**config.mk**
```make
export PLATFORM = sky130hd
export DESIGN_NAME = adc_frame_scheduler
export DESIGN_NICKNAME = d
export VERILOG_FILES = /design/src/rtl/adc_frame_scheduler.sv
export SDC_FILE = /design/constraint.sdc
export NUM_CORES = 1
export LEC_CHECK = 0
export CORE_UTILIZATION = 26
export DETAILED_ROUTE_END_ITERATION = 8
export HOLD_SLACK_MARGIN = 0.12
export SYNTH_ARGS = -nofsm -noshare
export SYNTH_HDL_FRONTEND = slang
export SYNTH_SLANG_ARGS = --single-unit
```
**constraint.sdc**
```tcl
create_clock -name input_clock -period 1.9 [get_ports input_clock]
set_input_delay 0.19 -clock input_clock [delete_from_list [all_inputs] [get_ports input_clock]]
set_output_delay 0.19 -clock input_clock [all_outputs]
set_load 0.02 [all_outputs]
```
**src/rtl/adc_frame_scheduler.sv**
```systemverilog
// Periodic ADC frame scheduler: a timebase launches start_req/start_ack handshakes,
// with finite-burst support and sticky/saturating overrun tracking of dropped ticks.
module adc_frame_scheduler #(
  parameter int unsigned CNT_W = 32,
  parameter int unsigned FRM_W = 16
) (
  input  logic             input_clock,
  input  logic             reset_n,
  input  logic             enable,
  input  logic [CNT_W-1:0] period,
  input  logic [FRM_W-1:0] burst_len,
  output logic             start_req,
  input  logic             start_ack,
  input  logic             done,
  input  logic             clear_overrun,
  output logic             tick,
  output logic             frame_toggle,
  output logic [FRM_W-1:0] frame_count,
  output logic             overrun,
  output logic [FRM_W-1:0] overrun_count,
  output logic             burst_done,
  output logic [1:0]       state
);

  typedef enum logic [1:0] {
    S_IDLE = 2'd0,
    S_WAIT = 2'd1,
    S_REQ  = 2'd2,
    S_RUN  = 2'd3
  } state_e;

  state_e           state_q, state_d;
  logic [CNT_W-1:0] cnt_q, cnt_d;
  logic [CNT_W-1:0] per_q, per_d;
  logic [CNT_W-1:0] per_eff_c;
  logic [FRM_W-1:0] rem_q, rem_d;
  logic [FRM_W-1:0] fcnt_q, fcnt_d;
  logic [FRM_W-1:0] ovr_cnt_q, ovr_cnt_d;
  logic             fin_q, fin_d;
  logic             req_q, req_d;
  logic             tick_q, tick_d;
  logic             tog_q, tog_d;
  logic             ovr_q, ovr_d;
  logic             bdone_q, bdone_d;
  logic             wrap_c;
  logic             last_c;
  logic             ovr_evt_c;

  // A zero period would wrap every cycle; clamp to the 2-cycle minimum interval.
  assign per_eff_c = (period == '0) ? CNT_W'(1) : period;
  assign wrap_c    = (state_q != S_IDLE) && (cnt_q == per_q);
  assign last_c    = fin_q && (rem_q == FRM_W'(1));

  // A tick is lost while a request is pending or a frame is in flight, unless it
  // coincides with done, in which case it arms the next request instead.
  assign ovr_evt_c = wrap_c && ((state_q == S_REQ) || ((state_q == S_RUN) && !done));

  always_comb begin
    state_d   = state_q;
    cnt_d     = ((state_q == S_IDLE) || wrap_c) ? '0 : cnt_q + CNT_W'(1);
    per_d     = wrap_c ? per_eff_c : per_q;
    rem_d     = rem_q;
    fin_d     = fin_q;
    tog_d     = tog_q;
    fcnt_d    = fcnt_q;
    bdone_d   = 1'b0;
    ovr_d     = ovr_evt_c ? 1'b1 : (clear_overrun ? 1'b0 : ovr_q);
    ovr_cnt_d = (ovr_evt_c && (ovr_cnt_q != '1)) ? ovr_cnt_q + FRM_W'(1) : ovr_cnt_q;

    case (state_q)
      S_IDLE: begin
        if (enable) begin
          state_d = S_WAIT;
          per_d   = per_eff_c;
          rem_d   = burst_len;
          fin_d   = (burst_len != '0);
          fcnt_d  = '0;
        end
      end
      S_WAIT: begin
        if (!enable) begin
          state_d = S_IDLE;
        end else if (wrap_c) begin
          state_d = S_REQ;
        end
      end
      S_REQ: begin
        if (start_ack) begin
          state_d = S_RUN;
        end
      end
      S_RUN: begin
        if (done) begin
          tog_d  = ~tog_q;
          fcnt_d = fcnt_q + FRM_W'(1);
          if (fin_q) begin
            rem_d = rem_q - FRM_W'(1);
          end
          if (last_c) begin
            state_d = S_IDLE;
            bdone_d = 1'b1;
          end else if (!enable) begin
            state_d = S_IDLE;
          end else if (wrap_c) begin
            state_d = S_REQ;
          end else begin
            state_d = S_WAIT;
          end
        end
      end
      default: state_d = S_IDLE;
    endcase

    if (state_d == S_IDLE) begin
      cnt_d = '0;
    end
    tick_d = wrap_c;
    req_d  = (state_d == S_REQ);
  end

  always_ff @(posedge input_clock) begin
    if (!reset_n) begin
      state_q   <= S_IDLE;
      cnt_q     <= '0;
      per_q     <= CNT_W'(1);
      rem_q     <= '0;
      fin_q     <= 1'b0;
      req_q     <= 1'b0;
      tick_q    <= 1'b0;
      tog_q     <= 1'b0;
      fcnt_q    <= '0;
      ovr_q     <= 1'b0;
      ovr_cnt_q <= '0;
      bdone_q   <= 1'b0;
    end else begin
      state_q   <= state_d;
      cnt_q     <= cnt_d;
      per_q     <= per_d;
      rem_q     <= rem_d;
      fin_q     <= fin_d;
      req_q     <= req_d;
      tick_q    <= tick_d;
      tog_q     <= tog_d;
      fcnt_q    <= fcnt_d;
      ovr_q     <= ovr_d;
      ovr_cnt_q <= ovr_cnt_d;
      bdone_q   <= bdone_d;
    end
  end

  assign start_req     = req_q;
  assign tick          = tick_q;
  assign frame_toggle  = tog_q;
  assign frame_count   = fcnt_q;
  assign overrun       = ovr_q;
  assign overrun_count = ovr_cnt_q;
  assign burst_done    = bdone_q;
  assign state         = state_q;

endmodule
```
==> metrics.md, run 1 <==
| Metric | Value |
|---|---|
| R2R Setup Slk | -0.40 ns |
| Status | finished with violations |
| Die height | 149.9 µm |
| Wirelength per Cell | 15.17 µm |
| CTS tree | done |
| Worst reg2reg path depth | 8 |
| Hpwl dp | 12.37 mm |
| Startpoint types | register |
| Worst hold endpoint | rem_q[0] |
| Total core area | 0.02122 mm² |
| RSZ-0062 raised after global routing | yes |
| H-tree depth | 4 |
| Fill cells | 2,080 |
| Count of antenna-violating nets left after detailed routing | 0 |
| Worst Slack Setup Final | -0.3954 ns |
| Setup crit end kind | register |
| Hold Fails Final Rpt | 0 |
| Number of DRC markers in iteration 0 | 314 |
| Antenna violations before repair | 0 |
| Actual slew at the worst max-slew pin | 0.5477 ns |
| Normalized max-slew margin | 63.43% |
| Ant. Diodes | 0 |
| Longest Clk Path Bufs | 2 |
| Yosys synthesis warning count | 0 |
| Remaining DRCs | 0 |
| Failing checks | negative setup slack |
| Area grow syn2layout | 57.21% |
| Final nets | 928 |
| Storage element area | 0.002415 mm² |
| Synthesized flop and latch total | 120 |
| Post-synth top area cell | dfxtp_1 |
| Worst VDD drop | 542.3 µV |
| Min Tclk post-route | 2.295 ns |
| Crit path DAT | 2.65 ns |
| Footprint of the multi-input gates | 0.003475 mm² |
| Fin cells | 1,157 |
| Asr flop ratio synth | 0% |
| DIE WIDTH | 149.9 µm |
| Skew final | 0.008451 ns |
| Post-synth EDFFs | 0 |
| Via count | 5,513 |
| Setup TNS | -24.53 ns |
| Cell Area, Placed | 0.007829 mm² |
| Synthesized instance count | 654 |
| Row count | 53 |
| Mapped cell area | 0.005690 mm² |
| PortBufs | 92 |
| Vias in the first global route | 5,274 |
| Final core occ | 42.16% |
| Grt ovf | 0 |
| Synth top area cells | dfxtp_1, xor2_1, nor2_1, a22o_1, xnor2_1 |
| Worst EP required | 2.25 ns |
| Ports | 93 |
| Initial Util | 26.82% |
| Kind of critical path | reg2reg |
| Final WL | 17.55 mm |
| Min-Delay Startpoint | burst_len[0] |
| RePlAce Congestion | 0.8242 |
| Syn avg cell area | 8.701 µm² |
| Syn Nets | 713 |
| Max-Cap Viols | 0 |
| R2r endpoint | overrun_count[14] |
| Tcrit/Tclk final | 120.8% |
| First-pass GRT wire length | 27.94 mm |
| Clk root buf | clkbuf_16 |
| CTS sink cnt | 120 |
| Leakage power | 3.598 nW |
| Gr usage total | 16.22% |
| Largest net degree at the start of global routing | 33 |
| DP Worst Slack | -0.4470 ns |
| Drt pass-1 iters | 5 |
| Worst-path clk slew | 0.06 ns |
| Final Max Tran Viols | 0 |
| Sequential area share after synthesis | 42.22% |
| Clk_lat worst skew | 0.42 ns |
| Worst r2r src | per_q[22] |
| Pwr/cell area | 717.8 mW/mm² |
| Final Instance Area | 0.008946 mm² |
| Hold Crit Class | in2reg |
| Avg Vias per Cell | 4.765 |
| Yosys cell types | 54 |
| Prevailing post-synth register cell | dfxtp_1 |
| Max Fclk | 0.4356 GHz |
| Placed cells | 1,111 |
| Worst hold stages | 3 |
| Layout cells sized above 1 | 27.66% |
| CP max FO | 4 |
| CTS Buf Count | 17 |
| Top-area cell type share of the netlist area | 42.22% |
| Total die area | 0.02248 mm² |
| Setup violations, final | 85 |
==> layout by cell type (no fill, tap or decap), drive strengths merged, types with 3 or more instances in the layout <==
cell type / instances
or4: 5
clkdlybuf4s50: 92
ha: 5
a22o: 32
xnor2: 26
and3: 13
a31oi: 3
a22oi: 5
o31ai: 4
xor2: 58
or3: 6
or2: 3
nand2: 48
nand4: 20
and4: 5
a211oi: 7
nor3: 11
nor2: 91
mux2i: 4
clkbuf: 23
inv: 15
and2: 3
clkinv: 7
buf: 136
o21ai: 24
dfxtp: 120
nand3: 25
nor4: 33
a21oi: 30
nand2b: 5
==> worst max-delay path, stage by stage (launching register included) <==
cell and delay (ns):
dfxtp_2 0.32, xor2_1 0.15, nor4_1 0.28, buf_4 0.17
nand4_1 0.20, buf_4 0.21, or2_4 0.25, or4_1 0.50
a21oi_1 0.14
==> power by group <==
group          internal [mW]  total, mW  switching, mW  leakage (nW)
registers               2.59       2.64         0.0466         0.980
logic                  0.356      0.696          0.341          2.33
clock network           1.98       3.09           1.11         0.284
==> cells in the mapped netlist, drive strengths merged, types with 3 or more instances <==
cell,instances
mux2i,4
and3,13
clkbuf,18
o21ai,24
and4,5
nand2b,5
o31ai,4
xor2,58
nor2,91
or2,3
and2,3
a211oi,7
buf,13
nand2,48
nand4,20
a31oi,3
ha,5
a22o,32
dfxtp,120
xnor2,26
a22oi,5
nand3,25
or3,6
nor4,33
or4,5
nor3,11
inv,15
a21oi,30
==> through the flow <==
step / power [mW] / hold slack [ns]
3_3_place_gp: 3.313 / 0.4561
3_5_place_dp: 3.316 / 0.4603
4_1_cts: 6.466 / 0.3981
2_1_floorplan: 2.980 / 0.3226
5_1_grt: 6.666 / 0.4032
6_report: 6.421 / 0.4142
==> area by class of cell <==
type | count | area share (%)
multi-input combinational | 487 | 38.84
sequential | 120 | 26.99
timing repair buffer | 228 | 23.36
clock buffer | 23 | 5.231
tap | 275 | 3.846
clock inverter | 9 | 1.105
inverter | 15 | 0.6294
==> routing by layer <==
| metal | GRT usage, % | wire (µm) |
|---|---|---|
| met5 | 0 | 0 |
| met3 | 4.085 | 798 |
| met4 | 4.646 | 199 |
| met1 | 22.63 | 8802 |
| met2 | 24.44 | 7748 |
==> worst max path at each step <==
| stage | startpoint | endpoint | slack, ns |
|---|---|---|---|
| detailed placement | per_q[22] | overrun_count[15] | -0.45 |
| global route | per_q[22] | overrun_count[14] | -0.49 |
| finish | per_q[22] | overrun_count[14] | -0.40 |
| CTS | per_q[22] | overrun_count[15] | -0.38 |
| floorplan | cnt_q[14] | overrun_count[6] | -0.12 |
| global placement | per_q[22] | overrun_count[15] | -0.41 |
==> timing repair <==
item / CTS / global route
endpoints found under the setup margin: 81 / 90
pin swaps: 45 / 9
cloned: 3 / 0
hold buffers: 0 / 0
buffers inserted: 7 / 8
gates resized for setup: 68 / 28
==> sequential cells by signal, indices dropped and copies added, names as in the netlist <==
signal,flops
burst_done,1
start_req,1
overrun_count,16
rem_q,16
fin_q,1
frame_count,16
per_q,32
tick,1
frame_toggle,1
cnt_q,32
state,2
overrun,1
==> kinds of logic (layout without fill, tap and decap cells) <==
kind of cell	after synthesis	count (layout)	synth area share [%]
AND/OR/NAND/NOR	275	275	24.74
flip-flops	120	120	42.22
AO/OA/AOI/OAI	119	119	14.38
XOR/XNOR	84	84	13.06
buffers and inverters	47	275	3.804
adder cells (fa/ha/maj)	5	5	1.099
multiplexers	4	4	0.7036
No activity file was read; power rests on OpenSTA's default activity.
==> inputs of run 2 (changes only) <==
CELL_PAD_IN_SITES_DETAIL_PLACEMENT = 1   (was default)
CELL_PAD_IN_SITES_GLOBAL_PLACEMENT = 1   (was default)
CORE_ASPECT_RATIO = 1.4   (was default)
PLACE_DENSITY_LB_ADDON = 0.1   (was default)
==> run 2 against run 1 <==
The run still ends with negative setup slack left. Critical path depth decreased by 2. Non-clock buffer count increased by 25. Via count increased by 4.5%. Global-route usage increased by 3.5 points. Register-to-register slack about the same. Setup slack improved by 0.0086 ns. Sequential power about the same. Clock skew increased by 0.00099 ns. Clock power increased by 5%. Cell count increased by 0.69%. Combinational power increased by 20%. Critical endpoint is now overrun_count[15].
==> metrics.md, run 2 (same netlist as run 1, synthesis figures left out) <==
| Metric | Value |
|---|---|
| Met3 wire len | 544 µm |
| Total die area | 0.02249 mm² |
| Longest Clk Path Bufs | 2 |
| Skew final | 0.009443 ns |
| Ant. Diodes | 0 |
| PortBufs | 92 |
| Kind of critical path | reg2reg |
| Min Tclk post-route | 2.287 ns |
| Antenna violations before repair | 0 |
| Actual slew at the worst max-slew pin | 0.7218 ns |
| Grt ovf | 0 |
| Gr usage total | 19.72% |
| Die height | 177.0 µm |
| Worst Slack Setup Final | -0.3868 ns |
| Startpoint types | register |
| Max-Cap Viols | 0 |
| Largest net degree at the start of global routing | 33 |
| Final nets | 953 |
| Hpwl dp | 14.71 mm |
| CTS tree | done |
| Normalized max-slew margin | 51.37% |
| CTS sink cnt | 120 |
| Clk root buf | clkbuf_16 |
| Total core area | 0.02128 mm² |
| Flop pwr share | 39.3% |
| Gate power share | 12.4% |
| Switching power as a share of total power | 23.64% |
| Hold Fails Final Rpt | 0 |
| Setup crit end kind | register |
| Critical Path Max Stage Delay | 0.60 ns |
| Layout cells sized above 1 | 33.15% |
| Drt pass-1 iters | 5 |
| Count of antenna-violating nets left after detailed routing | 0 |
| Worst path cell trace | xor2_1 -> nor4_2 -> nand4_1 -> or4b_4 -> or4_4 -> a21oi_2 |
| Area grow syn2layout | 65.24% |
| Commonest non-fill, non-tap cells in the layout | buf_4, dfxtp_1, clkdlybuf4s50_1 |
| DIE WIDTH | 127.0 µm |
| Remaining DRCs | 0 |
| Clk pwr share | 48.3% |
| Ports | 93 |
| Initial Util | 26.74% |
| Commonest non-fill, non-tap cell in the layout | buf_4 |
| H-tree depth | 4 |
| Failing checks | negative setup slack |
| WL met1 | 8.057 mm |
| Avg Vias per Cell | 4.944 |
| Pwr/cell area | 714.4 mW/mm² |
| Max layer used | met4 |
| Row count | 63 |
| Via count | 5,760 |
| Status | finished with violations |
| Final Max Tran Viols | 0 |
| First-pass GRT wire length | 33.71 mm |
| Worst EP required | 2.25 ns |
| Worst-path clk slew | 0.05 ns |
| Final WL | 21.37 mm |
| Critical-path top delay cell | or4b_4 |
| Pint | 5.130 mW |
| Vias in the first global route | 6,369 |
| CTS Buf Count | 17 |
| Largest regs | cnt_q x32, per_q x32 |
| Leakage power | 3.784 nW |
| CP max FO | 3 |
| Tcrit/Tclk final | 120.4% |
| Final core occ | 44.18% |
| Crit path DAT | 2.64 ns |
| Clk_lat worst skew | 0.42 ns |
| Wirelength per Cell | 18.34 µm |
| P_sw | 1.588 mW |
| RePlAce Congestion | 0.8034 |
| Worst VDD drop | 634.5 µV |
| Design Power | 6.717 mW |
| Number of DRC markers in iteration 0 | 240 |
| Max Fclk | 0.4373 GHz |
| Setup violations, final | 85 |
| Routed wl met2 | 12.03 mm |
| RSZ-0062 raised after global routing | yes |
| Worst hold margin | 0.3930 ns |
| Hold Crit Class | in2reg |
## run 2: layer usage
layer	vias up	track usage, %
met1	2811	19.75
li1	2800	-
met3	39	3.628
met5	-	0
met4	0	9.772
met2	110	38.46
## run 2: final timing paths
kind	startpoint	end	slack [ns]	cells past startpoint
worst max-delay path	per_q[22]	overrun_count[15]	-0.39	6
worst min-delay path	burst_len[0]	rem_q[0]	0.39	3
worst max register to register	per_q[22]	overrun_count[15]	-0.39	6
worst min register to register	per_q[28]	per_q[28]	0.50	1
## run 2: per-stage QoR
step | instances | cell area [µm²] | setup TNS [ns] | worst slack, ns
finish | 1165 | 9403 | -20.71 | -0.3868
global route | 1165 | 9403 | -28.13 | -0.4775
CTS | 1158 | 9178 | -16.44 | -0.3593
detailed placement | 1108 | 7900 | -22.61 | -0.5041
global placement | 1108 | 7900 | -22.94 | -0.4746
floorplan | 654 | 5822 | -1.469 | -0.1184
## run 2: area by class of cell
type | count | area (µm²)
fillers | 2383 | 11880
flip-flops and latches | 120 | 2425
well taps | 260 | 325.3
clock buffers | 20 | 456.7
repair buffers | 253 | 2361
inverters | 15 | 56.30
clock inverters | 10 | 127.6
multi-input cells | 487 | 3651
## run 2: critical path, delay by kind of cell, from the launching register on
family / cells / cell delay (ns)
and+or+nand+nor: 4 / 1.62
DFF: 1 / 0.32
xor gates and xnor gates: 1 / 0.17
AOI/OAI and AO/OA: 1 / 0.13
## run 2: repair_timing
item,CTS,global route
gates resized for setup,96,60
pin swaps,76,44
hold buffers,0,0
endpoints found under the setup margin,88,91
cloned,6,0
buffers inserted,20,12
## run 2: power groups by stage
stage | Sequential (mW) | Combinational (mW) | Clock (mW)
after floorplan | 2.69 | 0.294 | 0
after detailed placement | 2.69 | 0.672 | 0
after CTS | 2.64 | 0.795 | 3.33
after global routing | 2.65 | 0.888 | 3.46
after global placement | 2.68 | 0.664 | 0
final | 2.64 | 0.833 | 3.24
==> inputs of run 3 (changes only) <==
CTS_BUF_LIST = sky130_fd_sc_hd__clkbuf_8   (was default)
==> run 3 against run 2 <==
The flow still finishes with violations (negative setup slack). Register-to-register slack got worse by 0.03 ns. Via count fell by 3.1%. Count of clock-buffer cells in the layout fell by 1. Largest power group is now sequential cells. Power fell by 14%. Non-clock buffer count fell by 17. Setup slack got worse by 0.030 ns. Routed wire length fell by 8.9%. Highest routed layer unchanged. Clock skew rose by 0.0070 ns.
==> metrics.md, run 3 (same netlist as run 1, synthesis figures left out) <==
| Metric | Value |
|---|---|
| Fill cells | 2,457 |
| CTS sink cnt | 120 |
| Gate power share | 13.0% |
| Pwr/cell area | 666.3 mW/mm² |
| Status | finished with violations |
| Startpoint types | register |
| Pint | 4.312 mW |
| RSZ-0062 raised after global routing | yes |
| H-tree depth | 4 |
| Max-Cap Viols | 0 |
| Final core occ | 40.52% |
| Final nets | 936 |
| WL met1 | 7.717 mm |
| Worst r2r src | per_q[19] |
| Worst path bufs/invs | 0 |
| Worst VDD drop | 417.8 µV |
| RePlAce Congestion | 0.8034 |
| Worst-path clk slew | 0.07 ns |
| Worst hold endpoint | rem_q[0] |
| Initial Util | 26.74% |
| Ant. Diodes | 0 |
| Tcrit/Tclk final | 122.0% |
| Vias in the first global route | 6,056 |
| Met3 wire len | 507 µm |
| Critical Path Max Stage Delay | 0.58 ns |
| P_sw | 1.434 mW |
| Crit path DAT | 2.70 ns |
| Worst hold margin | 0.3576 ns |
| Antenna violations before repair | 0 |
| Grt ovf | 0 |
| Commonest non-fill, non-tap cells in the layout | buf_4, dfxtp_1, nor2_1, clkdlybuf4s50_1, xor2_1 |
| Actual slew at the worst max-slew pin | 0.5086 ns |
| Total core area | 0.02128 mm² |
| Max Fclk | 0.4316 GHz |
| CTS Buf Count | 17 |
| Clk_lat worst skew | 0.46 ns |
| Number of DRC markers in iteration 0 | 199 |
| Cell Area, Placed | 0.007900 mm² |
| First-pass GRT wire length | 31.02 mm |
| Largest regs | cnt_q x32, per_q x32 |
| CTS tree | done |
| Remaining DRCs | 0 |
| Clk pwr share | 41.2% |
| Max layer used | met4 |
| Layout cells sized above 1 | 26.69% |
| CP delay by family, top | simple AND/OR/NAND/NOR gates |
| Hold Fails Final Rpt | 0 |
| PortBufs | 92 |
| Design Power | 5.746 mW |
| Wirelength per Cell | 16.96 µm |
| Via count | 5,580 |
| Switching power as a share of total power | 24.96% |
| Gr usage total | 17.89% |
| Flop pwr share | 45.9% |
| Normalized max-slew margin | 66.04% |
| Ports | 93 |
| Clk root buf | clkbuf_8 |
| Kind of critical path | reg2reg |
| Min-Delay Startpoint | burst_len[0] |
| DIE WIDTH | 127.0 µm |
| Hold Buf Count CTS | 0 |
| Min Tclk post-route | 2.317 ns |
| Worst EP required | 2.28 ns |
| Hold Crit Class | in2reg |
| Setup crit end kind | register |
| Skew final | 0.01644 ns |
| Worst path cell trace | xor2_2 -> nor4_2 -> nand4_1 -> or4b_4 -> or4_4 -> a21oi_2 |
| Count of antenna-violating nets left after detailed routing | 0 |
| R2r endpoint | overrun_count[15] |
| Final Instance Area | 0.008623 mm² |
| Total die area | 0.02249 mm² |
| Final WL | 19.47 mm |
| Leakage power | 3.510 nW |
| Worst hold stages | 3 |
| Row count | 63 |
| Worst Slack Setup Final | -0.4171 ns |
| Routed wl met2 | 10.85 mm |
| Critical-path top delay cell | or4b_4 |
| Final Max Tran Viols | 0 |
| Commonest non-fill, non-tap cell in the layout | buf_4 |
| Longest Clk Path Bufs | 2 |
| Die height | 177.0 µm |
| Area grow syn2layout | 51.54% |
| Largest net degree at the start of global routing | 33 |
| CP max FO | 5 |
| Failing checks | negative setup slack |
| Hpwl dp | 14.71 mm |
| Avg Vias per Cell | 4.861 |
| R2R Setup Slk | -0.42 ns |
| Setup violations, final | 83 |
| Drt pass-1 iters | 4 |
| Worst reg2reg path depth | 6 |
## run 3: layer usage
layer	vias to the layer above	track usage (%)
li1	2764	-
met1	2691	18.38
met2	100	34.98
met3	25	3.628
met4	0	6.845
met5	-	0
## run 3: worst max path at each step
stage              start                end  slack [ns]  depth (start not counted)
6_report       per_q[19]  overrun_count[15]       -0.42                          6
3_5_place_dp   per_q[22]  overrun_count[15]       -0.50                          6
3_3_place_gp    per_q[4]  overrun_count[15]       -0.47                          6
2_1_floorplan  cnt_q[14]   overrun_count[6]       -0.12                          8
4_1_cts         per_q[2]  overrun_count[15]       -0.39                          7
5_1_grt         per_q[2]  overrun_count[15]       -0.50                          7
## run 3: per-stage QoR
stage | setup slack, ns | std cells | setup TNS (ns)
after floorplan | -0.1184 | 654 | -1.469
after global placement | -0.4746 | 1108 | -22.94
after detailed placement | -0.5041 | 1108 | -22.61
after CTS | -0.3928 | 1143 | -19.77
after global routing | -0.4968 | 1148 | -30.11
final | -0.4171 | 1148 | -20.77
## run 3: tightest hold or removal path: stages
cell and delay [ns]:
clkdlybuf4s50_1 0.44, nand3_1 0.08, a21oi_1 0.06
## run 3: what timing repair did
item / 4_1_cts / 5_1_grt
gates cloned: 0 / 1
pin swaps: 22 / 12
setup buffers: 7 / 6
endpoints found under the setup margin: 88 / 90
gates resized for setup: 33 / 17
## run 3: area by class of cell
cell class	count	area, µm²	area share (%)
timing repair buffer	236	2100	24.35
inverter	15	56.30	0.6529
tap	260	325.3	3.772
sequential	120	2421	28.08
clock buffer	19	261.5	3.033
multi-input combinational	487	3328	38.60
clock inverter	11	131.4	1.524
## run 3: power by group through the flow
stage	sequential, mW	clock, mW	combinational, mW
2_1_floorplan	2.69	0	0.294
6_report	2.64	2.37	0.744
5_1_grt	2.64	2.58	0.802
3_3_place_gp	2.68	0	0.664
3_5_place_dp	2.69	0	0.672
4_1_cts	2.63	2.46	0.720
